`config.mk`:
```
export PLATFORM = sky130hd
export DESIGN_NAME = fetch_unit
export DESIGN_NICKNAME = d
export VERILOG_FILES = /design/src/rtl/fetch_unit_pkg.sv /design/src/rtl/fetch_unit.sv
export SDC_FILE = /design/constraint.sdc
export NUM_CORES = 1
export LEC_CHECK = 0
export BUFFER_PORTS_ARGS = -buffer_cell sky130_fd_sc_hd__buf_2
export CORE_MARGIN = 5
export CORE_UTILIZATION = 45
export CTS_CLUSTER_SIZE = 25
export DETAILED_ROUTE_END_ITERATION = 10
export PLACE_DENSITY = 0.82
export RECOVER_POWER = 25
export SKIP_LAST_GASP = 1
export SYNTH_ARGS = -nofsm -noshare
export SYNTH_HDL_FRONTEND = slang
export SYNTH_SLANG_ARGS = --single-unit
```
`constraint.sdc`:
```
create_clock -name clk -period 3 [get_ports clk]
set_input_delay 0 -clock clk [delete_from_list [all_inputs] [get_ports clk]]
set_output_delay 0 -clock clk [all_outputs]
set_load 0.01 [all_outputs]
```
`src/rtl/fetch_unit_pkg.sv`:
```
// Shared CPU defines for the fetch stage: FSM state encoding and timeout default.
package fetch_unit_pkg;

  // Default number of cycles a memory read may stay outstanding before faulting.
  localparam int unsigned TIMEOUT_DEFAULT = 15;

  typedef enum logic [2:0] {
    StIdle,
    StAddr,
    StWaitMem,
    StDeliver,
    StDrain,
    StFault
  } fetch_state_e;

endpackage

```
`src/rtl/fetch_unit.sv`:
```
// Instruction fetch unit: loads MAR from the PC, issues a memory read, captures the
// returned word in IR and hands it to decode. Supports stall, flush (branch redirect)
// and a sticky timeout fault for a memory that never answers.
module fetch_unit
  import fetch_unit_pkg::*;
#(
  parameter int unsigned TIMEOUT = TIMEOUT_DEFAULT
) (
  input  logic        clk,
  input  logic        clear,
  input  logic [31:0] pc_in,
  output logic        inc_pc,
  output logic [31:0] mar_out,
  output logic        mem_read,
  input  logic        mem_ready,
  input  logic [31:0] mem_data,
  output logic [31:0] ir_out,
  output logic        ir_valid,
  input  logic        ir_ready,
  input  logic        stall,
  input  logic        flush,
  output logic        fault,
  output logic [15:0] fetch_count
);

  fetch_state_e r_state, w_state_d;
  logic [31:0]  r_mar, w_mar_d;
  logic [31:0]  r_ir, w_ir_d;
  logic [7:0]   r_wait_cnt, w_wait_cnt_d;
  logic [15:0]  r_fetch_count, w_fetch_count_d;
  logic         w_timeout;

  // Last permitted wait cycle: without mem_ready here the read is abandoned.
  assign w_timeout = (r_wait_cnt == 8'(TIMEOUT - 1));

  assign mar_out     = r_mar;
  assign ir_out      = r_ir;
  assign fetch_count = r_fetch_count;

  // Next-state and output decode.
  always_comb begin
    w_state_d       = r_state;
    w_mar_d         = r_mar;
    w_ir_d          = r_ir;
    w_wait_cnt_d    = r_wait_cnt;
    w_fetch_count_d = r_fetch_count;
    mem_read        = 1'b0;
    inc_pc          = 1'b0;
    ir_valid        = 1'b0;
    fault           = 1'b0;
    unique case (r_state)
      StIdle: begin
        if (!stall) w_state_d = StAddr;
      end
      StAddr: begin
        w_mar_d = pc_in;
        if (flush) begin
          w_state_d = StAddr;
        end else if (!stall) begin
          w_state_d    = StWaitMem;
          w_wait_cnt_d = 8'd0;
        end else begin
          w_state_d = StIdle;
        end
      end
      StWaitMem: begin
        mem_read     = 1'b1;
        w_wait_cnt_d = r_wait_cnt + 8'd1;
        if (flush) begin
          // Redirected: a read already answered is dropped, otherwise drain it.
          if (mem_ready) begin
            w_state_d = StAddr;
          end else begin
            w_state_d    = StDrain;
            w_wait_cnt_d = 8'd0;
          end
        end else if (mem_ready) begin
          w_ir_d    = mem_data;
          inc_pc    = 1'b1;
          w_state_d = StDeliver;
        end else if (w_timeout) begin
          w_state_d = StFault;
        end
      end
      StDrain: begin
        mem_read     = 1'b1;
        w_wait_cnt_d = r_wait_cnt + 8'd1;
        if (mem_ready) begin
          w_state_d = StAddr;
        end else if (w_timeout) begin
          w_state_d = StFault;
        end
      end
      StDeliver: begin
        ir_valid = 1'b1;
        if (flush) begin
          w_state_d = StAddr;
        end else if (ir_ready) begin
          w_fetch_count_d = r_fetch_count + 16'd1;
          w_state_d       = stall ? StIdle : StAddr;
        end
      end
      StFault: begin
        fault = 1'b1;
      end
      default: begin
        w_state_d = StIdle;
      end
    endcase
  end

  // State and datapath registers, cleared asynchronously by clear.
  always_ff @(posedge clk or negedge clear) begin
    if (!clear) begin
      r_state       <= StIdle;
      r_mar         <= 32'd0;
      r_ir          <= 32'd0;
      r_wait_cnt    <= 8'd0;
      r_fetch_count <= 16'd0;
    end else begin
      r_state       <= w_state_d;
      r_mar         <= w_mar_d;
      r_ir          <= w_ir_d;
      r_wait_cnt    <= w_wait_cnt_d;
      r_fetch_count <= w_fetch_count_d;
    end
  end

endmodule

```
* Yosys cells after proc, flatten, opt, wreduce, memory -nomap -nowiden
Index checks and enable logic that the tools add are counted.
** Word-level totals
- Output and inout bits :: 84
- Bits in registers :: 91
** Operators by class
- Reductions and logical operators :: 7
- $add $sub $neg :: 2
- Equal/unequal tests :: 10
- Bitwise gates (word level) :: 2
- Multiplexer cells :: 23
** Operator list (number)
- $mux 8 :: 4
- $mux 3 :: 8
- $pmux 8 s3 :: 1
- $pmux 3 s6 :: 1
- $add 16x1->16 const B :: 1
- $reduce_and 3->1 :: 4
- $add 8x1->8 const B :: 1
- $eq 8x4->1 const B :: 1
- $mux 1 :: 7
- $eq 3x2->1 const B :: 2
- $eq 3x3->1 const B :: 2
- $ne 2x2->1 const B :: 3
- $mux 2 :: 2
- $eq 3x1->1 const B :: 1
- $logic_not 3->1 :: 1
- $ne 3x3->1 const B :: 1
- $reduce_bool 3->1 :: 1
- $not 1->1 :: 2
- $reduce_or 2->1 :: 1

* Logic depth before layout (Yosys ltp)
- Word-level depth :: 5
- Depth in mapped cells :: 6
- Mapped depth without buffers :: 6

* Least setup slack after synthesis
Ideal clock, no wire load.
- Path kind :: register -> register
- From :: reg r_fetch_count[0], in the netlist fetch_count[0]
- To :: reg r_fetch_count[12], in the netlist fetch_count[12]
- Stages on the path, launching flop included :: 7
- Required time :: 2.921 ns
- Slack :: 1.183 ns
- Data arrival time :: 1.737 ns
- Period minus slack after synthesis :: 1.817 ns
- Setup time :: 0.079 ns
- Cell sequence :: dfrtp_1 -> ha_1 -> inv_1 -> or4_1 -> buf_2 -> nor4_4 -> xor2_1
** Between the ends
- Word-level cells in the longest chain between the ends :: 1
** Ends and longest elaborated chain
- from (decl) :: line fetch_unit.sv:30 : logic [15:0] r_fetch_count, w_fetch_count_d;
- from (signal assigned) :: line fetch_unit.sv:125 : r_fetch_count <= w_fetch_count_d;
- $add 16x1->16 :: line fetch_unit.sv:99 : w_fetch_count_d = r_fetch_count + 16'd1;
Every way passes these cells.
A chain may end at the register's enable or synchronous reset.

* Worst setup path after layout
- From :: reg r_state[1]
- To :: out inc_pc
** Between the ends
- Word-level cells in the longest chain between the ends :: 2
** Ends and longest elaborated chain
- from (decl) :: line fetch_unit.sv:26 : fetch_state_e r_state, w_state_d;
- from (signal assigned) :: line fetch_unit.sv:115 : r_state <= StIdle;
- from (signal assigned) :: line fetch_unit.sv:121 : r_state <= w_state_d;
- $eq 3x2->1 :: line fetch_unit.sv:51 : unique case (r_state)
- $mux 1 :: line fetch_unit.sv:51
- to (decl) :: line fetch_unit.sv:12 : output logic inc_pc,
Every way passes these cells.

==> run_results.csv <==
group,metric,value,unit
outcome,status,"finished clean",
detailed_routing,drt_iter0_markers,82,
clock_tree,clk_pin_slew,0.09,ns
synthesis,synth-edff-count,0,
worst_setup_path,start_kind,"register",
finish,layout-drive-gt1-share,28.6,%
floorplan,core_area,8590,um^2
clock_tree,cts_made_buffers,9,
power,pwr_density_cell,854,nW/um^2
detailed_routing,drt.antenna.violating_nets,0,
sta,period_needed,2.22,ns
clock_tree,cts_buffer_depth,2,
clock_tree,post_cts_buffers,0,
grt,grt-ovfl-total,0,
floorplan,fp.dieH,103,um
worst_setup_path,cp-end-kind,"output port",
synthesis,ys.flop_type,"dfrtp_1",
detailed_routing,wl_per_cell,16.9,um
power,peakVddDrop,0.388,mV
floorplan,rows,34,
finish,utilization,65.2,%
grt,grt_pass1_vias,3278,
synthesis,synth_area_leaders,"dfrtp_1 (58%), mux2_2 (10%), mux2_1 (8.9%)",
place,io_buffer_count,153,
clock_tree,cts-root-buf,"clkbuf_8",
detailed_routing,dr_wl_met2,5410,um
detailed_routing,vias,3217,
sta,worst_slew_pin_slew,1.12,ns
grt,antenna_found_initial,0,
synthesis,synth_largest_area_cell,"dfrtp_1",
synthesis,synth.avg_cell_area,13.2,um^2
worst_setup_path,crit_type,"register to output port",
synthesis,ys_ff_latch,91,
finish,fin_nets,589,
floorplan,start_util,45.4,%
place,hpwlAfterDp,6680,um
power,total_power,0.00478,W
finish,antenna_cells,0,
sta,post-route-period-util,73.9,%
sta,setup_viol,0,
synthesis,netlist.area_leader.share,58.4,%
clock_tree,cts_tree,"done",
place,numPlacedInstances,547,
sta,tns,0,ns
synthesis,ys_seq_area_share,58.4,%
hold_path,holdCritStartpoint,"mem_ready",
synthesis,syn_inst,295,
clock_tree,insertion_delay,0.34,ns
synthesis,syn_nets,368,
worst_setup_path,required,3.00,ns
detailed_routing,routed-wl-met3,879,um
worst_setup_path,r2r_start,"r_state[1]",
clock_tree,cts_sinks,91,
sta,fin_skew,0.0107,ns
worst_setup_path,critical_path_arrival,2.22,ns
synthesis,ys_warn_count,0,
detailed_routing,drc,0,
clock_tree,h-tree-depth,3,
synthesis,ys_types,45,
synthesis,syn_area,3900,um^2
floorplan,die_area,10600,um^2
grt,grt_pass1_wl,16100,um
flow_run,maxCapViolCount,0,
synthesis,async_flop_share,100,%
floorplan,io-pin-count,154,
floorplan,die_w,103,um
detailed_routing,wl_met1,4120,um
sta,fmax,0.451,GHz
detailed_routing,detail_route.wirelength,10700,um
hold_path,hold_class,"input pin to register",
worst_setup_path,crit_path_max_fanout,33,
worst_setup_path,crit_start,"r_state[1]",
sta,relSlewSlack,25.2,%
sta,slew_viol_final,0,
sta,hold_violations,0,
grt,grt_max_degree,92,
place,gp_congestion,0.777,
detailed_routing,firstDrtPassIters,4,
detailed_routing,highest_layer,"met4",
sta,rsz0062_at_grt,"false",
detailed_routing,routed_via_density,5.11,
grt,grt.total_usage,19.5,%
finish,nFillCells,644,
finish,instances_no_fill,629,
finish,area_growth,43.6,%
power,power.leakage,2.58,nW
## flip-flops by register name, indices dropped and copies added (netlist names)
| signal | count |
|---|---|
| ir_out | 32 |
| mar_out | 32 |
| fetch_count | 16 |
| r_wait_cnt | 8 |
| r_state | 3 |
## report_power, final
part / internal, W / switching, W
combinational: 0.000807 / 0.000918
clock: 0.000561 / 0.000439
sequential: 0.00171 / 0.000349
## path summary, 6_finish.rpt
path	to	slack (ns)	depth (start not counted)
worst max-delay path	inc_pc	0.78	5
worst min-delay path	r_state[2]	0.07	3
max in group asynchronous	mar_out[17]	1.87	2
min in group asynchronous	ir_out[12]	0.43	2
worst max register to register	ir_out[27]	0.86	4
worst min register to register	fetch_count[8]	0.49	1
## metrics by stage
stage          hold WS (ns)  setup slack [ns]  area, um^2
2_1_floorplan        -0.296              1.18        3900
4_1_cts              0.0463             0.772        5690
6_report             0.0739             0.784        5600
3_3_place_gp          0.212              1.01        4780
3_5_place_dp          0.216             0.900        4780
5_1_grt              0.0542             0.598        5600
## cell families (layout without fill, tap and decap cells)
family	count (synthesis)	after routing	synth area share, %
AO/OA/AOI/OAI	31	31	5.26
XOR/XNOR	15	15	3.37
adder cells (fa/ha/maj)	3	3	0.962
buffers and inverters	25	251	2.82
flip-flops	91	91	58.4
multiplexers	66	66	19.0
AND/OR/NAND/NOR	64	64	10.2
## cells in the mapped netlist (all sizes together) (2+ instances only)
master	n
or3	2
nand2	13
nor3	4
a31oi	9
mux2	66
nand3	9
dfrtp	91
nand4	7
or4	2
o211ai	3
nor2	7
o2111ai	2
nand2b	2
nor2b	5
ha	3
inv	10
and3	3
buf	9
xor2	6
xnor2	9
nor4	3
clkbuf	5
o21ai	7
a21oi	3
o31a	2
## area by class of cell
cell class	instances	area (um^2)	area share [%]
Clock buffer	9	124	2.21
Clock inverter	7	121	2.17
Inverter	11	41.3	0.737
Multi-Input combinational cell	179	1520	27.1
Sequential cell	91	2280	40.6
Tap cell	108	135	2.41
Timing Repair Buffer	224	1380	24.7
## routing by layer
metal | global-route usage, % | vias up
met1 | 22.3 | 1561
met4 | 6.67 | 0
li1 | - | 1497
met2 | 35.1 | 135
met5 | 0 | -
met3 | 5.14 | 24
## placed cells by master (no fill, tap or decap), types with 5 or more instances in the layout
| master | count |
|---|---|
| nor2b_1 | 5 |
| xor2_1 | 6 |
| xnor2_1 | 9 |
| nand4_1 | 7 |
| clkbuf_1 | 66 |
| o21ai_0 | 7 |
| buf_4 | 6 |
| inv_1 | 9 |
| nand2_1 | 13 |
| dlygate4sd3_1 | 66 |
| dfrtp_1 | 91 |
| a31oi_1 | 9 |
| buf_2 | 86 |
| clkbuf_8 | 9 |
| mux2_1 | 31 |
| mux2_2 | 35 |
| nand3_1 | 9 |
| nor2_1 | 7 |
## timing repair
action,in CTS,in global routing
endpoints found under the hold margin,156,0
endpoints found under the setup margin,0,0
resized for setup,0,0
hold buffers,66,0
## critical path, cell delays in order (launching register included)
cell and delay, ns:
dfrtp_1 0.68, nand2b_1 0.21, or4_1 0.45, buf_4 0.28
inv_1 0.10, buf_2 0.14
No activity file was read; power rests on OpenSTA's default activity.
